--- src/rtl/apu_reg_writer.sv ---
// APU register writer: turns address/data byte pairs into the $4000-$400F register bank
// and raises a per-channel toggle whenever a channel's trigger register ($4xx3) is written.
module apu_reg_writer #(
  parameter int TIMEOUT = 1000
) (
  input  logic         clk,
  input  logic         reset,
  input  logic [7:0]   in_data,
  input  logic         in_valid,
  output logic         in_ready,
  output logic [127:0] reg_bank,
  output logic [3:0]   reg_change,
  output logic         write_strobe,
  output logic         sync_error
);

  localparam int TW = $clog2(TIMEOUT) + 1;
  localparam logic [TW-1:0] TIMER_LAST = TW'(TIMEOUT - 1);
  localparam logic [TW-1:0] TIMER_MAX  = '1;

  typedef enum logic [1:0] {IDLE, DATA, WRITE} state_t;

  state_t         state_q, state_d;
  logic [3:0]     addr_q, addr_d;
  logic [7:0]     data_q, data_d;
  logic [TW-1:0]  timer_q, timer_d;
  logic [127:0]   bank_q, bank_d;
  logic [3:0]     chg_q, chg_d;
  logic           strobe_q, strobe_d;
  logic           sync_q, sync_d;
  logic           ready_q, ready_d;
  logic           xfer;

  assign xfer = in_valid & ready_q;

  always_comb begin
    state_d  = state_q;
    addr_d   = addr_q;
    data_d   = data_q;
    timer_d  = timer_q;
    bank_d   = bank_q;
    chg_d    = chg_q;
    strobe_d = 1'b0;
    sync_d   = 1'b0;

    case (state_q)
      IDLE: begin
        if (xfer) begin
          if (in_data[7:4] == 4'b1000) begin
            addr_d  = in_data[3:0];
            timer_d = '0;
            state_d = DATA;
          end else begin
            sync_d = 1'b1;
          end
        end
      end
      DATA: begin
        timer_d = (timer_q == TIMER_MAX) ? timer_q : timer_q + TW'(1);
        // A byte landing on the last allowed cycle still wins over the timeout.
        if (xfer) begin
          data_d  = in_data;
          state_d = WRITE;
        end else if (timer_q == TIMER_LAST) begin
          sync_d  = 1'b1;
          state_d = IDLE;
        end
      end
      WRITE: begin
        bank_d[{addr_q, 3'b000} +: 8] = data_q;
        if (addr_q[1:0] == 2'b11) begin
          chg_d[addr_q[3:2]] = ~chg_q[addr_q[3:2]];
        end
        strobe_d = 1'b1;
        state_d  = IDLE;
      end
      default: state_d = IDLE;
    endcase

    ready_d = (state_d != WRITE);
  end

  always_ff @(posedge clk) begin
    if (reset) begin
      state_q  <= IDLE;
      addr_q   <= '0;
      data_q   <= '0;
      timer_q  <= '0;
      bank_q   <= '0;
      chg_q    <= '0;
      strobe_q <= 1'b0;
      sync_q   <= 1'b0;
      ready_q  <= 1'b1;
    end else begin
      state_q  <= state_d;
      addr_q   <= addr_d;
      data_q   <= data_d;
      timer_q  <= timer_d;
      bank_q   <= bank_d;
      chg_q    <= chg_d;
      strobe_q <= strobe_d;
      sync_q   <= sync_d;
      ready_q  <= ready_d;
    end
  end

  assign in_ready     = ready_q;
  assign reg_bank     = bank_q;
  assign reg_change   = chg_q;
  assign write_strobe = strobe_q;
  assign sync_error   = sync_q;

endmodule

--- config.mk ---
export PLATFORM = sky130hd
export DESIGN_NAME = apu_reg_writer
export DESIGN_NICKNAME = d
export VERILOG_FILES = /design/src/rtl/apu_reg_writer.sv
export SDC_FILE = /design/constraint.sdc
export NUM_CORES = 1
export LEC_CHECK = 0
export BUFFER_PORTS_ARGS = -buffer_cell sky130_fd_sc_hd__buf_2
export CAP_MARGIN = 20
export CORE_ASPECT_RATIO = 0.75
export CORE_UTILIZATION = 40
export DETAILED_ROUTE_END_ITERATION = 8
export PLACE_DENSITY = 0.71
export SLEW_MARGIN = 40
export SYNTH_ARGS = -nofsm -noshare
export SYNTH_HDL_FRONTEND = slang
export SYNTH_SLANG_ARGS = --single-unit
--- constraint.sdc ---
create_clock -name clk -period 4 [get_ports clk]
set_input_delay 0.4 -clock clk [delete_from_list [all_inputs] [get_ports clk]]
set_output_delay 0.4 -clock clk [all_outputs]
set_load 0.02 [all_outputs]
# Word-level counts from Yosys, hierarchy flattened
# Cells that the tools add are included.
dict set report classes {
  n_mux 21
  n_addsub 2
  reduce_logical 7
  n_eq_ne 10
  bitwise_logic 2
  order_cmp 2
  shifts 2
}
# cell n
set op_table {}
lappend op_table {{bitwise mux 128 bit} 1}
lappend op_table {{variable shift 8 x 9 -> 128 bit (first input constant)} 1}
lappend op_table {{variable part select 8 x 9 -> 128 bit} 1}
lappend op_table {{two-way mux 11 bit} 3}
lappend op_table {{case mux 11 bit (2 select lines)} 1}
lappend op_table {{adder 11 x 1 -> 11 bit (second input constant)} 1}
lappend op_table {{== test 11 x 10 -> 1 bit (second input constant)} 1}
lappend op_table {{== test 11 bit (second input constant)} 1}
lappend op_table {{negation 7 -> 9 bit} 1}
lappend op_table {{two-way mux 2 bit} 4}
lappend op_table {{!= test 2 bit (second input constant)} 4}
lappend op_table {{two-way mux 1 bit} 7}
lappend op_table {{bitwise mux 4 bit} 1}
lappend op_table {{== test 2 bit (second input constant)} 2}
lappend op_table {{== test 4 bit (second input constant)} 1}
lappend op_table {{case mux 2 bit (2 select lines)} 1}
lappend op_table {{AND reduction 2 bit} 2}
lappend op_table {{AND reduction 4 bit} 1}
lappend op_table {{< comparator 2 x 3 -> 1 bit (second input constant)} 1}
lappend op_table {{AND reduction 3 bit} 1}
lappend op_table {{binary-select mux 1 bit (select 2 bit)} 1}
lappend op_table {{demux 1 bit (select 2 bit)} 1}
lappend op_table {{== test 2 x 1 -> 1 bit (second input constant)} 1}
lappend op_table {{greater-or-equal comparator 2 x 1 -> 1 bit (second input constant)} 1}
lappend op_table {{other kinds (6)} 6}
dict set report word_totals {
  register_bits 160
  out_inout_bits 135
  wordCells 55
  in_bits 11
}

# Depth between registers and ports, before layout
dict set report logic_depth {
  ltp_word 5
  ltp_mapped 10
  ltp_nobuf 7
}

# Worst setup path before layout
# OpenSTA, ideal clock, no wires.
dict set report synth_timing {
  path_type {register -> register}
  startpoint {reg addr_q[0]}
  endpoint {reg bank_q[10], in the netlist reg_bank[10]}
  path_slack_ps 1825
  path_stages_with_launch 8
  synth_period_minus_slack_ps 2175
  setup_ps 128
  arrival_ps 2047
  path_cell_list {dfxtp_1 -> inv_1 -> ha_1 -> xnor2_1 -> nand3_1 -> nor2_2 -> mux2i_1 -> nor2_1}
}
dict set report synth_between {
  elab_chain_cells 3
  elab_cells_between_ends 4
  cone_classes {1 x add/sub; 2 x shift; 1 x mux}
}
# element line_no
set synth_lines {}
lappend synth_lines {{start: declaration} 24} ;# logic [3:0] addr_q, addr_d;
lappend synth_lines {{start signal: assignment} 96} ;# addr_q <= addr_d;
lappend synth_lines {{negation 7 -> 9 bit *} 70} ;# bank_d[{addr_q, 3'b000} +: 8] = data_q;
lappend synth_lines {{variable part select 8 x 9 -> 128 bit / variable shift 8 x 9 -> 128 bit (equally long branches)} 70}
lappend synth_lines {{bitwise mux 128 bit *} 70}
lappend synth_lines {{end signal: assignment} 99} ;# bank_q <= bank_d;
lappend synth_lines {{end: declaration} 27} ;# logic [127:0] bank_q, bank_d;
# Every way passes the cells marked *; elsewhere a longest branch is shown, timed or not.
# A chain may end at the register's enable or synchronous reset.

# Worst setup path after layout
dict set report layout_timing {
  startpoint {reg addr_q[0]}
  endpoint {reg bank_q[34], in the netlist reg_bank[34]}
}
# The elaborated chain is that of the path after synthesis.

==> flow_metrics.py <==
metrics = {
    "clocking": {
        "htree_levels": 4,
        "clock_latency_ns": 0.42,
        "cts_setup_buffers": 0,
        "clk_transition_reported_paths_ns": 0.06,
        "cts_tree": "done",
        "cts.repair.resized": 0,
        "clockBufferDepth": 2,
        "clkSinkCount": 160,
        "holdBufCountCts": 0,
        "clockRootBuffer": "clkbuf_16",
        "cts_buffers": 17,
    },
    "timing": {
        "slew_headroom_pct": 45.14,
        "fin_setup_tns_ns": 0,
        "fin_crit_sh_pct": 67.04,
        "worstMarginPinSlew_ns": 0.8218,
        "slew_violations": 0,
        "setup_viol": 0,
        "fmax_mhz": 372.9,
        "hold_viol_final": 0,
        "min_period_ns": 2.682,
        "rsz0062_at_grt": "no",
        "clock_skew_ns": 0.009808,
        "worst_hold_slack_ns": 0.2326,
        "layout_setup_ws_ns": 1.318,
    },
    "place": {
        "place_inst": 990,
        "dpl.hpwl_um": 11240,
        "place_ws_ns": 1.382,
        "gp_congestion": 0.7865,
        "numPortBuffers": 145,
    },
    "floorplan": {
        "fp.dieH_um": 110.5,
        "start_util_pct": 41.12,
        "dieArea_mm2": 0.01621,
        "design.portCount": 146,
        "die_w_um": 146.7,
        "rows": 39,
        "core-area_mm2": 0.01527,
    },
    "route": {
        "routed_wl_um": 16790,
        "final_antenna_net_count": 0,
        "via_per_inst": 5.066,
        "dr.pass1.iters": 5,
        "drc_errors": 0,
        "drtIter0Drc": 354,
        "wl_per_cell_um": 16.42,
        "vias": 5177,
    },
    "layout": {
        "num_antenna_cells": 0,
        "fillers": 1432,
        "syn_to_final_growth_pct": 23.95,
        "fin_nets": 819,
        "drive_gt1_share_pct": 23.26,
        "layout.cells.non_filler": 1022,
    },
    "synth": {
        "avgSynthCellArea_um2": 9.235,
        "yosysUniqueCellTypes": 37,
        "synth_largest_area_cell": "dfxtp_1",
        "yosysWarnings": 0,
        "synth_edf_count": 0,
        "syn-instance-count": 680,
        "synth_area_mm2": 0.006280,
        "ys_ff_latch": 160,
        "yosys.area.top_type_share_pct": 51.01,
        "synth_seq_area_share_pct": 51.01,
        "synth_top_flop_cell": "dfxtp_1",
        "synth_area_leaders": "dfxtp_1 (51%), mux2i_1 (18%), nor2_1 (8.4%)",
        "synth.net_count": 695,
        "synthArstFlopShare_pct": 0,
    },
    "global_routing": {
        "grt_pass1_vias": 4624,
        "overflow": 0,
        "grt_pass1_wl_um": 26200,
        "track_usage_pct": 20.95,
        "antenna_found_initial": 0,
        "grt_max_degree": 78,
    },
    "critical_path": {
        "cp-start-kind": "flop",
        "worstRegToRegCells": 6,
        "timing.rr.end": "reg_bank[34]",
        "required_ns": 4.28,
        "r2r-start": "addr_q[0]",
        "reg2reg_slack_ns": 1.32,
        "path_max_fanout": 17,
        "cp.arrival_ns": 2.96,
        "criticalPathCategory": "reg2reg",
        "cp-end-kind": "flop",
    },
    "pwr": {
        "p_leak_nw": 3.714,
        "power.density_mw_per_mm2": 435.4,
        "total_power_mw": 3.389,
        "irDropWorstVdd_mv": 0.3283,
    },
    "flow_run": {
        "maxCapViolCount": 0,
    },
    "worst_hold_path": {
        "min_to": "data_q[5]",
        "min_path_type": "in2reg",
        "whs_path_depth": 3,
        "min_from": "in_data[5]",
    },
    "outcome": {
        "status": "finished, final reports clean",
    },
}
## cell families (layout without fill, tap and decap cells)
| group | after synthesis | in the layout | synth area share (%) |
|---|---|---|---|
| adder cells (fa/ha/maj) | 4 | 4 | 0.7970 |
| buffers and inverters | 51 | 188 | 3.228 |
| multiplexers | 112 | 112 | 17.85 |
| AO/OA/AOI/OAI | 60 | 60 | 5.440 |
| XOR/XNOR | 12 | 12 | 1.674 |
| AND/OR/NAND/NOR | 281 | 281 | 20.00 |
| flip-flops | 160 | 160 | 51.01 |
## cells in the final DEF (no fill, tap or decap), types with 7 or more instances in the layout
cell and instances:
mux2i_1 112, inv_1 7, nor2_1 140, a21oi_1 36, o21ai_0 12, nand2_1 51
clkbuf_16 17, nor2b_1 13, nand3_1 33, and3_1 11, buf_2 144, dfxtp_1 160
xnor2_1 7
## cells in the mapped netlist, drive strengths merged (5+ instances only)
master and count:
nand3b 5, nand2 51, o21ai 13, xnor2 9
nor2b 13, nand2b 5, or3 5, nand3 33
mux2i 112, dfxtp 160, a21oi 37, nor2 144
inv 7, clkbuf 40, and3 11
## routing by layer
metal	up-vias	track usage (%)	share of wire [%]
met5	-	0	0
met4	0	6.042	0.85
met2	194	29.07	41
met3	11	6.612	8.3
li1	2537	-	-
met1	2435	30.63	49
## worst max-delay path, cell delays in order, from the launching register on
cell and delay (ns):
dfxtp_1 0.61, inv_1 0.12, ha_1 0.44, nor3_1 0.45, nand3_1 0.53, mux2i_1 0.33, nor2_1 0.06
## flip-flops by register name (all words and copies together), names as in the netlist
signal        count
addr_q            4
data_q            8
in_ready          1
reg_bank        128
reg_change        4
state_q           2
sync_error        1
timer_q          11
write_strobe      1
## how the worst max path moves through the flow
stage | startpoint | end | slack [ns] | depth (start not counted)
6_report | addr_q[0] | reg_bank[34] | 1.32 | 6
4_1_cts | addr_q[0] | reg_bank[34] | 1.36 | 6
3_5_place_dp | addr_q[0] | reg_bank[2] | 1.38 | 6
2_1_floorplan | addr_q[0] | reg_bank[10] | 1.83 | 7
3_3_place_gp | addr_q[0] | reg_bank[38] | 1.28 | 5
5_1_grt | addr_q[0] | reg_bank[1] | 1.12 | 6
## final cells by class
cell class	instances	area [um2]	share of cell area [%]
Multi-Input combinational cell	469	2889	37.12
Sequential cell	160	3203	41.15
Tap cell	205	256.5	3.295
Clock inverter	12	181.4	2.331
Timing Repair Buffer	149	770.7	9.902
Inverter	7	26.28	0.3376
Clock buffer	20	456.7	5.867
## per-stage QoR
| step | utilization (%) | instance area [um2] |
|---|---|---|
| floorplan | - | 6280 |
| global placement | 46.74 | 7138 |
| detailed placement | 46.78 | 7146 |
| CTS | 50.96 | 7784 |
| global route | 50.96 | 7784 |
| finish | 50.96 | 7784 |
## power by group
| part | total [mW] | switching [mW] | leakage, nW | internal [mW] |
|---|---|---|---|---|
| sequential | 1.60 | 0.00527 | 1.29 | 1.60 |
| combinational | 0.0575 | 0.0438 | 2.11 | 0.0137 |
| clock | 1.73 | 0.649 | 0.311 | 1.08 |
(Power assumes the default switching activity.)
